--- src/rtl/pmem_burst_ctrl.sv ---
// Line-to-burst responder: turns each 256-bit pmem read/write line request into
// one burst command plus BEATS data beats on the narrower memory port.
module pmem_burst_ctrl #(
  parameter int unsigned BEAT_WIDTH = 64
) (
  input  logic                  clk,
  input  logic                  reset,
  input  logic                  pmem_read,
  input  logic                  pmem_write,
  input  logic [31:0]           pmem_address,
  input  logic [255:0]          pmem_wdata,
  output logic                  pmem_resp,
  output logic [255:0]          pmem_rdata,
  output logic                  mem_cmd_valid,
  input  logic                  mem_cmd_ready,
  output logic                  mem_cmd_write,
  output logic [31:0]           mem_cmd_addr,
  input  logic                  mem_rvalid,
  input  logic [BEAT_WIDTH-1:0] mem_rdata,
  output logic                  mem_wvalid,
  input  logic                  mem_wready,
  output logic [BEAT_WIDTH-1:0] mem_wdata,
  input  logic                  mem_bvalid
);

  localparam int unsigned LINE_W   = 256;
  localparam int unsigned ADDR_W   = 32;
  localparam int unsigned OFFSET_W = 5;
  localparam int unsigned BEATS    = LINE_W / BEAT_WIDTH;
  localparam int unsigned BEAT_CW  = $clog2(BEATS);
  localparam int unsigned LOG_BW   = $clog2(BEAT_WIDTH);
  localparam int unsigned OFF_W    = BEAT_CW + LOG_BW;

  typedef enum logic [2:0] {
    IDLE,
    CMD,
    RDATA,
    WDATA,
    WACK,
    RESP,
    GAP
  } state_t;

  state_t              state;
  logic [BEAT_CW-1:0]  beat;
  logic [BEAT_CW-1:0]  beat_nxt;
  logic                last_beat;
  logic [LINE_W-1:0]   rline;
  logic [LINE_W-1:0]   wline;
  logic [LINE_W-1:0]   line_fill;
  logic [OFF_W-1:0]    rd_off;
  logic [OFF_W-1:0]    wr_off;
  logic                addr_unused;

  // Line offset bits carry no meaning on the burst port.
  assign addr_unused = ^pmem_address[OFFSET_W-1:0];

  assign beat_nxt  = beat + BEAT_CW'(1);
  assign last_beat = (beat == BEAT_CW'(BEATS - 1));
  assign rd_off    = {beat, LOG_BW'(0)};
  assign wr_off    = {beat_nxt, LOG_BW'(0)};

  // Read line with the current beat merged in, so the final beat lands in pmem_rdata.
  always_comb begin
    line_fill = rline;
    line_fill[rd_off +: BEAT_WIDTH] = mem_rdata;
  end

  always_ff @(posedge clk) begin
    if (reset) begin
      state         <= IDLE;
      beat          <= '0;
      rline         <= '0;
      wline         <= '0;
      pmem_resp     <= 1'b0;
      pmem_rdata    <= '0;
      mem_cmd_valid <= 1'b0;
      mem_cmd_write <= 1'b0;
      mem_cmd_addr  <= '0;
      mem_wvalid    <= 1'b0;
      mem_wdata     <= '0;
    end else begin
      case (state)
        IDLE: begin
          if (pmem_read || pmem_write) begin
            // Read has priority when both requests are raised together.
            mem_cmd_write <= ~pmem_read;
            mem_cmd_addr  <= {pmem_address[ADDR_W-1:OFFSET_W], OFFSET_W'(0)};
            if (!pmem_read) begin
              wline <= pmem_wdata;
            end
            beat          <= '0;
            mem_cmd_valid <= 1'b1;
            state         <= CMD;
          end
        end

        CMD: begin
          if (mem_cmd_ready) begin
            mem_cmd_valid <= 1'b0;
            if (mem_cmd_write) begin
              mem_wvalid <= 1'b1;
              mem_wdata  <= wline[BEAT_WIDTH-1:0];
              state      <= WDATA;
            end else begin
              state <= RDATA;
            end
          end
        end

        RDATA: begin
          if (mem_rvalid) begin
            rline[rd_off +: BEAT_WIDTH] <= mem_rdata;
            beat                        <= beat_nxt;
            if (last_beat) begin
              pmem_rdata <= line_fill;
              pmem_resp  <= 1'b1;
              state      <= RESP;
            end
          end
        end

        WDATA: begin
          if (mem_wready) begin
            beat <= beat_nxt;
            if (last_beat) begin
              mem_wvalid <= 1'b0;
              state      <= WACK;
            end else begin
              mem_wdata <= wline[wr_off +: BEAT_WIDTH];
            end
          end
        end

        WACK: begin
          if (mem_bvalid) begin
            pmem_resp <= 1'b1;
            state     <= RESP;
          end
        end

        RESP: begin
          pmem_resp <= 1'b0;
          state     <= GAP;
        end

        // Dead cycle so the initiator's request has dropped before IDLE samples again.
        GAP: begin
          state <= IDLE;
        end

        default: begin
          state <= IDLE;
        end
      endcase
    end
  end

endmodule

--- config.mk ---
export PLATFORM = sky130hd
export DESIGN_NAME = pmem_burst_ctrl
export DESIGN_NICKNAME = d
export VERILOG_FILES = /design/src/rtl/pmem_burst_ctrl.sv
export SDC_FILE = /design/constraint.sdc
export NUM_CORES = 2
export LEC_CHECK = 0
export CAP_MARGIN = 20
export CORE_AREA = 2 2 276 278
export CTS_CLUSTER_DIAMETER = 60
export CTS_CLUSTER_SIZE = 30
export DETAILED_ROUTE_END_ITERATION = 10
export DIE_AREA = 0 0 278 280
export PLACE_DENSITY_LB_ADDON = 0.3
export SLEW_MARGIN = 30
export SYNTH_ARGS = -nofsm -noshare
export SYNTH_HDL_FRONTEND = slang
export SYNTH_SLANG_ARGS = --single-unit
--- constraint.sdc ---
create_clock -name clk -period 4.5 [get_ports clk]
set_clock_uncertainty 0.05 [all_clocks]
set_input_delay 1.125 -clock clk [delete_from_list [all_inputs] [get_ports clk]]
set_output_delay 1.125 -clock clk [all_outputs]
set_load 0.01 [all_outputs]
==> flow_summary.html <==
<table>
<tr><th>Metric</th><th>Value</th></tr>
<tr><th colspan="2">Layout</th></tr>
<tr><td>Seq. cell area</td><td>17400 sq um</td></tr>
<tr><td>Share of post-route cells with drive strength above 1</td><td>4.83%</td></tr>
<tr><td>Count of fill cells added during filler insertion</td><td>6859</td></tr>
<tr><td>Combined area of the multi-input logic cells</td><td>13700 sq um</td></tr>
<tr><td>Layout overhead on the synthesized area</td><td>28.1%</td></tr>
<tr><td>Final nets</td><td>4671</td></tr>
<tr><th colspan="2">Routing</th></tr>
<tr><td>Detailed-routing iteration count for the pre-antenna-repair pass</td><td>6</td></tr>
<tr><td>DR DRC count</td><td>0</td></tr>
<tr><td>Number of DRC markers after the initial detailed-route iteration</td><td>3061</td></tr>
<tr><td>Number of nets still failing antenna checks after routing</td><td>0</td></tr>
<tr><td>Vias per std cell</td><td>5.72</td></tr>
<tr><td>Total vias in the final route</td><td>30500</td></tr>
<tr><td>Wire length per cell after detailed routing</td><td>20.8 microns</td></tr>
<tr><td>WL final</td><td>111000 microns</td></tr>
<tr><th colspan="2">Critical path</th></tr>
<tr><td>Crit path DAT</td><td>3.78 ns</td></tr>
<tr><td>FF-to-FF path depth</td><td>6</td></tr>
<tr><td>Required time of the critical path</td><td>5.00 ns</td></tr>
<tr><td>Worst R2R End</td><td>mem_wdata[60]$_SDFFE_PP0P_</td></tr>
<tr><td>Setup crit start kind</td><td>input port</td></tr>
<tr><td>Worst reg2reg setup slack</td><td>1.25 ns</td></tr>
<tr><td>Crit path kind</td><td>input port to flip-flop</td></tr>
<tr><td>Critical Path End Type</td><td>flip-flop</td></tr>
<tr><td>Source of the worst register-to-register timing path</td><td>beat[0]$_SDFFE_PP0P_</td></tr>
<tr><td>Worst Path Max Fanout</td><td>80</td></tr>
<tr><th colspan="2">Floorplanning</th></tr>
<tr><td>Die X</td><td>278 microns</td></tr>
<tr><td>Height of the die</td><td>280 microns</td></tr>
<tr><td>Core Footprint</td><td>75200 sq um</td></tr>
<tr><td>Initial standard-cell utilization of the core</td><td>43.8%</td></tr>
<tr><td># rows</td><td>101</td></tr>
<tr><td>IO Pins</td><td>716</td></tr>
<tr><td>Total Die Area</td><td>77800 sq um</td></tr>
<tr><th colspan="2">Yosys</th></tr>
<tr><td>Post-synth design cell area</td><td>32900 sq um</td></tr>
<tr><td>Synthesis Warnings</td><td>0</td></tr>
<tr><td>Mux contribution to synthesized area</td><td>0.0342%</td></tr>
<tr><td>Share of the synthesized area in compound gates (AO/OA/AOI/OAI)</td><td>20.8%</td></tr>
<tr><td>Syn avg cell area</td><td>8.48 sq um</td></tr>
<tr><td>Dominant combinational cell family by area after synthesis</td><td>compound AO/OA/AOI/OAI gates</td></tr>
<tr><td>Number of storage elements in the synthesis netlist</td><td>868</td></tr>
<tr><td>Sequential element share of the synthesized area</td><td>52.7%</td></tr>
<tr><td>Fraction of the mapped netlist area in simple logic gates</td><td>20.1%</td></tr>
<tr><td>Area share of fa/ha/maj cells after synthesis</td><td>0.228%</td></tr>
<tr><td>Number of distinct library cells after synthesis</td><td>53</td></tr>
<tr><td>Number of synthesized flops with an enable pin</td><td>0</td></tr>
<tr><td>Top flip-flop cell by instance count after synthesis</td><td>sky130_fd_sc_hd__dfxtp_1</td></tr>
<tr><td>Cells after synthesis</td><td>3885</td></tr>
<tr><td>Xor-xnor portion of the synthesized cell area</td><td>0%</td></tr>
<tr><td>Synth async-reset ratio</td><td>0%</td></tr>
<tr><th colspan="2">STA</th></tr>
<tr><td>Maximum frequency from static timing analysis</td><td>305 MHz</td></tr>
<tr><td>RSZ-0062 raised after global routing</td><td>no</td></tr>
<tr><td>Count of final max-slew check failures</td><td>0</td></tr>
<tr><td>Sum of negative setup slack</td><td>0 ns</td></tr>
<tr><td>WHS</td><td>0.406 ns</td></tr>
<tr><td>Max-Slew Margin vs Limit</td><td>28.2%</td></tr>
<tr><td>Setup violation total in the final timing report</td><td>0</td></tr>
<tr><td>Final period demand of the worst path</td><td>3.28 ns</td></tr>
<tr><td>Slew at the pin closest to its max-slew limit</td><td>1.08 ns</td></tr>
<tr><td>Final count of hold timing violations</td><td>0</td></tr>
<tr><td>Ratio of final minimum period to clock period</td><td>72.9%</td></tr>
<tr><th colspan="2">Clock tree</th></tr>
<tr><td>CTS clk-pin slew, worst paths</td><td>0.08 ns</td></tr>
<tr><td>TritonCTS sink count</td><td>868</td></tr>
<tr><td>Inserted Clock Buffers</td><td>56</td></tr>
<tr><td>CTS-repair resized insts</td><td>0</td></tr>
<tr><td>CTS Hold Buffers Added</td><td>0</td></tr>
<tr><td>Root Driver</td><td>sky130_fd_sc_hd__clkbuf_16</td></tr>
<tr><td>Clock latency of the later-clocked register in the worst-skew pair</td><td>0.63 ns</td></tr>
<tr><td>Setup repair bufs after CTS</td><td>0</td></tr>
<tr><td>CTS tree</td><td>yes</td></tr>
<tr><td>H-tree depth</td><td>2</td></tr>
<tr><td>Largest buffer count on any clock path</td><td>3</td></tr>
<tr><th colspan="2">Global routing</th></tr>
<tr><td>Final global-route overflow total</td><td>0</td></tr>
<tr><td>Initial antenna violation count</td><td>26</td></tr>
<tr><td>All-Layer GR Usage</td><td>27.0%</td></tr>
<tr><td>Largest net degree at the start of global routing</td><td>207</td></tr>
<tr><td>First-pass GRT wire length</td><td>167000 microns</td></tr>
<tr><td>Via count of the first global-routing pass</td><td>27800</td></tr>
<tr><th colspan="2">Min path</th></tr>
<tr><td>Worst Hold End</td><td>mem_cmd_addr[28]$_SDFFE_PP0P_</td></tr>
<tr><td>Hold Startpoint</td><td>mem_cmd_addr[28]$_SDFFE_PP0P_</td></tr>
<tr><td>Hold crit path type</td><td>flip-flop to flip-flop</td></tr>
<tr><td>Cell depth of the worst hold path</td><td>2</td></tr>
<tr><th colspan="2">Run status</th></tr>
<tr><td>Result of the run</td><td>complete, no violations</td></tr>
<tr><th colspan="2">Placement</th></tr>
<tr><td>Detailed-placement wirelength estimate</td><td>70300 microns</td></tr>
<tr><td>Port bufs</td><td>705</td></tr>
<tr><td>Final Wtd Congestion</td><td>0.863</td></tr>
<tr><th colspan="2">Power</th></tr>
<tr><td>Maximum vdd ir drop</td><td>0.283 mV</td></tr>
<tr><td>Leakage power of the design</td><td>14.4 nW</td></tr>
<tr><td>PD cells</td><td>388 nW/um^2</td></tr>
<tr><th colspan="2">Run</th></tr>
<tr><td>Number of maximum-capacitance violations</td><td>0</td></tr>
</table>
## worst max path at each step
stage	cells past startpoint	slack, ns	to	startpoint
2_1_floorplan	9	2.13	pmem_rdata[197]$_SDFFE_PP0P_	beat[0]$_SDFFE_PP0P_
3_3_place_gp	7	0.61	pmem_rdata[220]$_SDFFE_PP0P_	mem_rvalid
6_report	7	1.22	pmem_rdata[114]$_SDFFE_PP0P_	mem_rvalid
4_1_cts	7	1.22	mem_wdata[62]$_SDFFE_PP0P_	beat[0]$_SDFFE_PP0P_
3_5_place_dp	7	0.55	pmem_rdata[177]$_SDFFE_PP0P_	mem_rvalid
5_1_grt	7	1.10	pmem_rdata[48]$_SDFFE_PP0P_	mem_rvalid
## cells in the final DEF, fill, tap and decap left out, drive strengths merged, types with 3 or more instances in the layout
cell type,instances
a211oi,36
a21oi,294
a221oi,256
a22oi,221
a31oi,63
and2,4
and4bb,3
buf,63
bufinv,3
clkbuf,62
clkdlybuf4s50,704
clkinv,10
conb,5
dfxtp,868
diode,10
ha,6
inv,38
nand2,635
nand2b,4
nand3b,5
nand4,3
nor2,583
nor2b,4
nor3,261
o21a,3
o21ai,67
o22ai,63
or3,64
## kinds of logic (layout without fill, tap and decap cells)
logic type,Yosys count,count (layout)
flops,868,868
fa+ha+maj,6,6
buf+inv,419,882
other cells,1,15
mux,1,1
simple gates,1579,1579
compound gates,1011,1011
## worst max-delay path: stages
cell and delay [ns]:
sky130_fd_sc_hd__clkdlybuf4s50_1 0.56, sky130_fd_sc_hd__and4bb_2 0.47, sky130_fd_sc_hd__buf_4 0.40, sky130_fd_sc_hd__and2_4 0.47
sky130_fd_sc_hd__buf_12 0.34, sky130_fd_sc_hd__nor2_1 0.08, sky130_fd_sc_hd__nor3_1 0.18
## report_power, final
group	internal, mW	switching, mW
registers	8.02	0.202
clock network	2.77	3.14
logic	0.865	1.38
## registers in the layout (all words and copies together), names as in the netlist
signal and flops:
mem_wdata 64, state 3, pmem_resp 1, rline 256, mem_cmd_write 1, pmem_rdata 256, wline 256, mem_cmd_addr 27
mem_cmd_valid 1, beat 2, mem_wvalid 1
## cell usage after synthesis, types with 3 or more instances
cell type / n / area [sq um]
sky130_fd_sc_hd__a211oi_1: 36 / 270
sky130_fd_sc_hd__a21oi_1: 294 / 1470
sky130_fd_sc_hd__a221oi_1: 256 / 2240
sky130_fd_sc_hd__a22oi_1: 221 / 1660
sky130_fd_sc_hd__a31oi_1: 63 / 394
sky130_fd_sc_hd__and2_1: 4 / 25.0
sky130_fd_sc_hd__buf_2: 122 / 611
sky130_fd_sc_hd__buf_4: 44 / 330
sky130_fd_sc_hd__buf_6: 11 / 124
sky130_fd_sc_hd__clkbuf_1: 224 / 841
sky130_fd_sc_hd__clkbuf_2: 6 / 30.0
sky130_fd_sc_hd__dfxtp_1: 868 / 17400
sky130_fd_sc_hd__ha_1: 6 / 75.1
sky130_fd_sc_hd__inv_1: 6 / 22.5
sky130_fd_sc_hd__inv_2: 3 / 11.3
sky130_fd_sc_hd__nand2_1: 633 / 2380
sky130_fd_sc_hd__nand2b_1: 4 / 25.0
sky130_fd_sc_hd__nand3b_1: 5 / 37.5
sky130_fd_sc_hd__nand4_1: 3 / 18.8
sky130_fd_sc_hd__nor2_1: 583 / 2190
sky130_fd_sc_hd__nor2b_1: 4 / 25.0
sky130_fd_sc_hd__nor3_1: 249 / 1250
sky130_fd_sc_hd__nor3_2: 12 / 120
sky130_fd_sc_hd__o21a_1: 3 / 22.5
sky130_fd_sc_hd__o21ai_0: 58 / 290
sky130_fd_sc_hd__o21ai_1: 9 / 45.0
sky130_fd_sc_hd__o22ai_1: 63 / 394
sky130_fd_sc_hd__or3_1: 64 / 400
## layer usage
layer | vias to the layer above | share of wire [%] | global-route usage, %
met2 | 1228 | 46 | 43.6
li1 | 14500 | - | -
met1 | 14500 | 41 | 35.2
met4 | 20 | 3.3 | 9.18
met5 | - | 0.11 | 0
met3 | 214 | 8.9 | 6.93
## through the flow
step / power (mW) / util, % / worst slack, ns / cell area [sq um] / cells
final: 16.4 / 56.1 / 1.22 / 42200 / 5340
after global routing: 17.0 / 56.1 / 1.10 / 42200 / 5338
after CTS: 16.5 / 56.1 / 1.22 / 42200 / 5330
after detailed placement: 10.6 / 53.3 / 0.554 / 40100 / 5225
after global placement: 10.6 / 53.3 / 0.608 / 40100 / 5225
after floorplan: 9.64 / - / 2.13 / 33000 / 3889
## cell type report
type                       count  share of cell area, %
tap                          978                   2.90
clock inverter                43                   1.40
timing repair buffer         767                   18.5
antenna                       10                 0.0593
sequential                   868                   41.2
multi-input combinational   2602                   32.4
clock buffer                  62                   3.52
inverter                      10                 0.0949
No activity file was read; power rests on OpenSTA's default activity.
